**src/rtl/serial_adder_pkg.sv**
```systemverilog
// Shared types and elaboration helpers for the serial adder.
package serial_adder_pkg;

  typedef enum logic [1:0] {
    StIdle,
    StRun,
    StDone
  } state_e;

  function automatic int unsigned nbeats(input int unsigned width, input int unsigned bpc);
    return (bpc == 0) ? 1 : width / bpc;
  endfunction

  function automatic int unsigned cnt_width(input int unsigned beats);
    return (beats > 1) ? $clog2(beats) : 1;
  endfunction

endpackage

```
**src/rtl/fulladder.sv**
```systemverilog
// 1-bit full-adder cell; one slice of the serial adder's per-beat ripple chain.
module fulladder (
  input  logic a,
  input  logic b,
  input  logic cin,
  output logic s,
  output logic cout
);

  assign s    = a ^ b ^ cin;
  assign cout = (a & b) | (cin & (a ^ b));

endmodule

```
**src/rtl/serial_adder.sv**
```systemverilog
// Multi-cycle adder: adds BITS_PER_CYCLE bits per beat with a registered carry.
// Optional signed-overflow output enabled by SERIAL_ADDER_OVF_EN.
module serial_adder
  import serial_adder_pkg::*;
#(
  parameter int unsigned WIDTH          = 8,
  parameter int unsigned BITS_PER_CYCLE = 1
) (
  input  logic             clk,
  input  logic             rst_n,
  input  logic             in_valid,
  output logic             in_ready,
  input  logic [WIDTH-1:0] a,
  input  logic [WIDTH-1:0] b,
  input  logic             cin,
  output logic             out_valid,
  input  logic             out_ready,
  output logic [WIDTH-1:0] sum,
  output logic             cout
`ifdef SERIAL_ADDER_OVF_EN
  ,
  output logic             ovf
`endif
);

  localparam int unsigned NBeats = nbeats(WIDTH, BITS_PER_CYCLE);
  localparam int unsigned CntW   = cnt_width(NBeats);
  localparam logic [CntW-1:0] LastBeat = CntW'(NBeats - 1);

  if ((WIDTH < 1) || (BITS_PER_CYCLE < 1) || (BITS_PER_CYCLE > WIDTH) ||
      ((WIDTH % BITS_PER_CYCLE) != 0)) begin : g_param_err
    $error("serial_adder: BITS_PER_CYCLE must be >= 1 and divide WIDTH exactly");
  end

  state_e          state_q, state_d;
  logic [CntW-1:0] cnt_q, cnt_d;
  logic [WIDTH-1:0] a_q, a_d, b_q, b_d;
  logic [WIDTH-1:0] acc_q, acc_d, sum_q, sum_d;
  logic [WIDTH-1:0] acc_shift;
  logic            carry_q, carry_d, cout_q, cout_d;

  logic [BITS_PER_CYCLE-1:0] slice_s;
  logic [BITS_PER_CYCLE:0]   chain;

`ifdef SERIAL_ADDER_OVF_EN
  logic a_msb_q, a_msb_d, b_msb_q, b_msb_d, ovf_q, ovf_d;
`endif

  assign chain[0] = carry_q;

  for (genvar i = 0; i < BITS_PER_CYCLE; i++) begin : g_slice
    fulladder u_fa (
      .a    (a_q[i]),
      .b    (b_q[i]),
      .cin  (chain[i]),
      .s    (slice_s[i]),
      .cout (chain[i+1])
    );
  end

  always_comb begin
    state_d   = state_q;
    cnt_d     = cnt_q;
    a_d       = a_q;
    b_d       = b_q;
    acc_d     = acc_q;
    sum_d     = sum_q;
    carry_d   = carry_q;
    cout_d    = cout_q;
    in_ready  = 1'b0;
    out_valid = 1'b0;
    // Result bits enter at the MSB end so the last beat leaves them aligned.
    acc_shift = acc_q >> BITS_PER_CYCLE;
    acc_shift[WIDTH-1 -: BITS_PER_CYCLE] = slice_s;
`ifdef SERIAL_ADDER_OVF_EN
    a_msb_d = a_msb_q;
    b_msb_d = b_msb_q;
    ovf_d   = ovf_q;
`endif

    unique case (state_q)
      StIdle: begin
        in_ready = 1'b1;
        if (in_valid) begin
          a_d     = a;
          b_d     = b;
          carry_d = cin;
          cnt_d   = '0;
          state_d = StRun;
`ifdef SERIAL_ADDER_OVF_EN
          a_msb_d = a[WIDTH-1];
          b_msb_d = b[WIDTH-1];
`endif
        end
      end
      StRun: begin
        a_d     = a_q >> BITS_PER_CYCLE;
        b_d     = b_q >> BITS_PER_CYCLE;
        acc_d   = acc_shift;
        carry_d = chain[BITS_PER_CYCLE];
        cnt_d   = cnt_q + CntW'(1);
        if (cnt_q == LastBeat) begin
          sum_d   = acc_shift;
          cout_d  = chain[BITS_PER_CYCLE];
          state_d = StDone;
`ifdef SERIAL_ADDER_OVF_EN
          ovf_d = (a_msb_q == b_msb_q) && (acc_shift[WIDTH-1] != a_msb_q);
`endif
        end
      end
      StDone: begin
        out_valid = 1'b1;
        if (out_ready) state_d = StIdle;
      end
      default: state_d = StIdle;
    endcase
  end

  always_ff @(posedge clk) begin
    if (!rst_n) begin
      state_q <= StIdle;
      cnt_q   <= '0;
      a_q     <= '0;
      b_q     <= '0;
      acc_q   <= '0;
      sum_q   <= '0;
      carry_q <= 1'b0;
      cout_q  <= 1'b0;
    end else begin
      state_q <= state_d;
      cnt_q   <= cnt_d;
      a_q     <= a_d;
      b_q     <= b_d;
      acc_q   <= acc_d;
      sum_q   <= sum_d;
      carry_q <= carry_d;
      cout_q  <= cout_d;
    end
  end

`ifdef SERIAL_ADDER_OVF_EN
  always_ff @(posedge clk) begin
    if (!rst_n) begin
      a_msb_q <= 1'b0;
      b_msb_q <= 1'b0;
      ovf_q   <= 1'b0;
    end else begin
      a_msb_q <= a_msb_d;
      b_msb_q <= b_msb_d;
      ovf_q   <= ovf_d;
    end
  end

  assign ovf = ovf_q;
`endif

  assign sum  = sum_q;
  assign cout = cout_q;

endmodule

```
**config.mk**
```make
export PLATFORM = sky130hd
export DESIGN_NAME = serial_adder
export DESIGN_NICKNAME = d
export VERILOG_FILES = /design/src/rtl/serial_adder_pkg.sv /design/src/rtl/fulladder.sv /design/src/rtl/serial_adder.sv
export SDC_FILE = /design/constraint.sdc
export NUM_CORES = 1
export LEC_CHECK = 0
export CAP_MARGIN = 20
export CELL_PAD_IN_SITES_DETAIL_PLACEMENT = 1
export CELL_PAD_IN_SITES_GLOBAL_PLACEMENT = 2
export CORE_ASPECT_RATIO = 0.9
export CORE_MARGIN = 2
export CORE_UTILIZATION = 33
export DETAILED_ROUTE_END_ITERATION = 8
export GPL_TIMING_DRIVEN = 0
export PLACE_DENSITY_LB_ADDON = 0.25
export SYNTH_ARGS = -nofsm -noshare
export SYNTH_HDL_FRONTEND = slang
export SYNTH_SLANG_ARGS = --single-unit
```
**constraint.sdc**
```tcl
create_clock -name clk -period 3.8 [get_ports clk]
set_input_delay 0.95 -clock clk [delete_from_list [all_inputs] [get_ports clk]]
set_output_delay 0.95 -clock clk [all_outputs]
set_load 0.005 [all_outputs]
```
After elaboration in Yosys (flattened, before gate mapping):

Cells that the tools add are included.

* register bits after elaboration: 39
* bits of input ports: 21
* word-level logic and storage cells: 39

* add/subtract/negate cells: 1
* equality and inequality tests: 6
* mux-type cells: 14
* bitwise gates (word level): 5
* reductions and logical operators: 5

Operators by type and width (number)
* $pmux W8 S2: 2
* $mux W8: 2
* $mux W2: 3
* $ne A2 B2 Y1 const B: 3
* $pmux W2 S3: 1
* $pmux W3 S2: 1
* $reduce_and A2 Y1: 2
* $add A3 B1 Y3 const B: 1
* $eq A3 B3 Y1 const B: 1
* $mux W1: 3
* $mux W3: 1
* $reduce_and A3 Y1: 1
* $and A1 B1 Y1: 2
* $eq A2 B1 Y1 const B: 1
* $eq A2 B2 Y1 const B: 1
* $logic_not A2 Y1: 1
* $pmux W1 S2: 1
* $reduce_bool A2 Y1: 1
* $xor A1 B1 Y1: 2
* $or A1 B1 Y1: 1

Depth between registers and ports, before layout:

* word-level depth: 4
* mapped depth: 6

By module:

Synthesis repeated with hierarchy kept, for this count alone.

* cell total of the unflattened synthesis: 173
* area, all modules: 1630.3 um^2

Modules (own cells, without submodules)
* serial_adder: instances 1, cells each 172, area an instance 1610.3 um^2, seq. area each 760.7 um^2
* fulladder: instances 1, cells each 1, area an instance 20.0 um^2, seq. area each 0.0 um^2

Worst setup path before layout:

No wires, ideal clock.

* path kind: input port to flip-flop
* start point: in in_valid
* end point: reg a_q[0]
* arrival time: 1.755 ns
* slack: 1.928 ns
* cell stages on the path: 5
* buffers on the path: 2
* cells stage by stage: or3b_1 buf_6 buf_12 o221ai_2 nor2_1

* cells in the longest elaborated chain, start to end: 2

Ends and longest elaborated chain
* from (decl): line serial_adder.sv:11 `input logic in_valid,`
* $ne A2 B2 Y1 (no line)
* $reduce_and A2 Y1 (no line)
* to (signal assigned): line serial_adder.sv:123 `a_q <= '0;`
* to (signal assigned): line serial_adder.sv:132 `a_q <= a_d;`
* to (decl): line serial_adder.sv:37 `logic [WIDTH-1:0] a_q, a_d, b_q, b_d;`

Every way passes these cells.
A chain may end at the register's enable or synchronous reset.

Worst setup path after layout:

* start point: reg state_q[1]
* end point: out out_valid

* cells in the longest elaborated chain, start to end: 2

Ends and longest elaborated chain
* from (decl): line serial_adder.sv:35 `state_e state_q, state_d;`
* from (signal assigned): line serial_adder.sv:121 `state_q <= StIdle;`
* from (signal assigned): line serial_adder.sv:130 `state_q <= state_d;`
* $eq A2 B2 Y1: line serial_adder.sv:81 `unique case (state_q)`
* $mux W1: line serial_adder.sv:81
* to (decl): line serial_adder.sv:16 `output logic out_valid,`

Every way passes these cells.

==> impl_metrics.py <==
metrics = {
    "sta": {
        "period_needed_ns": 2.46,
        "fin_hold_ws_ns": 0.464,
        "worstMarginPinSlew_ns": 0.608,
        "fin_skew_ns": 0.0110,
        "finalMaxSlewViolations": 0,
        "setup_tns_ns": 0,
        "relSlewSlack": 0.595,
        "hold_violations": 0,
        "setup_slack_ns": 1.34,
        "period_share": 0.646,
        "rsz0062_at_grt": "no",
        "fmax_ghz": 0.407,
        "setup_viol": 0,
    },
    "worst_setup_path": {
        "crit_family": "buffers and inverters",
        "path_max_fanout": 10,
        "critPathCaptureType": "output pin",
        "worst-path-buf-inv": 2,
        "required_ns": 2.85,
        "timing.rr.end": "acc_q[6]",
        "cp_cell_sequence": "buf_6 > nor2b_1 > clkdlybuf4s50_1",
        "r2r_cells": 5,
        "r2r_start": "state_q[1]",
        "slowest_stage": "clkdlybuf4s50_1",
        "ff2ff_setup_slack_ns": 2.28,
        "cp-start-kind": "register",
        "critPathMaxStageDelay_ns": 0.53,
        "path_class": "reg -> out",
        "cp.arrival_ns": 1.51,
    },
    "routing": {
        "dr.pass1.iters": 4,
        "vias_per_cell": 4.89,
        "drt-total-wl_um": 3800,
        "wl_per_cell_um": 13.8,
        "antenna_left": 0,
        "vias": 1351,
        "drt_iter0_markers": 45,
        "drc": 0,
    },
    "final_layout": {
        "final_net_count": 234,
        "antennaDiodeCount": 0,
        "design_area_um2": 2130,
        "layout-drive-gt1-share": 0.133,
        "final_cell_mix": "dfxtp_1, nor2_1, clkdlybuf4s50_1",
        "area_growth_pct": 30.4,
        "fillers": 574,
        "final_common_cell": "dfxtp_1",
    },
    "grt": {
        "grt_pass1_wl_um": 6550,
        "gr-total-overflow": 0,
        "grt_use_total": 0.151,
        "grt_pass1_vias": 1410,
        "antenna_found_initial": 0,
        "grt_max_degree": 14,
    },
    "power": {
        "power_uw": 892,
        "p_leak_uw": 0.000751,
        "ir_worst_vdd_uv": 224,
        "power.density_nw_per_um2": 420,
    },
    "clock_network": {
        "clock_latency_ns": 0.30,
        "root_buffer": "clkbuf_8",
        "cts_tree": "built",
        "htree_levels": 2,
        "cts_hold_buf": 0,
        "clkSinkCount": 38,
        "cts.clk_slew.worst_paths_ns": 0.08,
        "cts_buffers": 5,
        "post_cts_buffers": 0,
        "ctsResizeCount": 0,
        "clockBufferDepth": 2,
    },
    "floorplan": {
        "die_w_um": 78.1,
        "initial_core_util": 0.339,
        "die_h_um": 70.7,
        "std_cell_rows": 24,
        "dieArea_um2": 5520,
        "core-area_um2": 4800,
        "floorplan.io_pins": 32,
    },
    "yosys": {
        "syn_inst": 173,
        "seq_area_frac_synth": 0.467,
        "synth_edf_count": 0,
        "synth_area_um2": 1630,
        "ys_types": 26,
        "dominantRegCellSynth": "dfxtp_1",
        "synthesis.nets": 197,
        "ys_warn_count": 0,
        "synthTopCellsByArea": "dfxtp_1, o221ai_2, a21boi_0, nor2_1, nand2_1",
        "post-synth-top-area-cell": "dfxtp_1",
        "syn_area_per_cell_um2": 9.42,
        "synth_seq_cells": 38,
        "async_reset_ff_frac": 0,
        "synth_top_area_share": 0.467,
    },
    "placement": {
        "dp_hpwl_um": 2720,
        "portBuffers": 30,
        "dpl_worst_slack_ns": 1.28,
        "place_area_um2": 2010,
        "place_congestion": 0.680,
    },
    "worst_hold_path": {
        "holdCritStartpoint": "sum[7]",
        "min_path_type": "reg -> reg",
        "holdPathStages": 2,
        "min_to": "sum[7]",
    },
    "status": {
        "status": "finished clean",
    },
    "flow_run": {
        "drv_cap": 0,
    },
}
## through the flow
| step | instances | utilization |
|---|---|---|
| after floorplan | 173 | - |
| after global placement | 268 | 0.419 |
| after detailed placement | 268 | 0.419 |
| after global routing | 276 | 0.442 |
| final | 276 | 0.442 |
| after CTS | 276 | 0.442 |
## registers in the layout (all words and copies together) (netlist names)
name     flops
sum          8
cout         1
state_q      2
acc_q        7
b_q          8
cnt_q        3
carry_q      1
a_q          8
## metal layers
| layer | wire length, um | part of all wire | track usage |
|---|---|---|---|
| met3 | 153 | 0.040 | 0.0370 |
| met2 | 1920 | 0.51 | 0.271 |
| met4 | 75 | 0.020 | 0.0702 |
| met1 | 1650 | 0.43 | 0.168 |
| met5 | 0 | 0 | 0 |
## where the power goes
| group | internal, uW | switching [uW] |
|---|---|---|
| Combinational | 54.7 | 51.3 |
| Clock | 195 | 160 |
| Sequential | 418 | 12.8 |
| Total | 668 | 224 |
## cells by family (layout without fill, tap and decap cells)
kind of cell | Yosys count | after routing | share of synthesized area
muxes | 1 | 1 | 0.00614
adders and majority gates | 3 | 3 | 0.0276
and+or+nand+nor | 76 | 76 | 0.205
buffers and inverters | 16 | 54 | 0.0622
DFF | 38 | 38 | 0.467
AOI/OAI and AO/OA | 39 | 39 | 0.233
## how the worst max path moves through the flow
stage	slack (ns)	startpoint	cells after the start	to
floorplan	1.93	in_valid	5	a_q[0]
global placement	1.31	in_valid	6	a_q[0]
detailed placement	1.28	in_valid	6	a_q[5]
CTS	1.33	state_q[1]	3	out_valid
global route	1.29	state_q[1]	3	out_valid
finish	1.34	state_q[1]	3	out_valid
## cell usage after synthesis (2+ instances only)
library cell / number
dfxtp_1: 38
nor2b_1: 5
o221ai_1: 5
buf_2: 5
nor3b_1: 2
a22oi_1: 4
nand2_1: 24
o221ai_2: 10
buf_6: 2
clkbuf_1: 6
nand2b_1: 2
nand3_1: 9
ha_1: 2
a21boi_0: 17
nor2_1: 31
## cell type report
class                           count  area, um^2  share of cell area
Multi-Input combinational cell    119         768               0.361
Sequential cell                    38         761               0.358
Timing Repair Buffer               30         300               0.141
Buffer                             15        97.6              0.0459
Tap cell                           65        81.3              0.0383
Clock buffer                        5        68.8              0.0324
Clock inverter                      3        45.0              0.0212
Inverter                            1        3.75             0.00177
## worst min-delay path, cell delays in order (launching register included)
cell and delay [ns]:
dfxtp_1 0.31, nand2_1 0.05, a21boi_0 0.06
(Power assumes the default switching activity.)
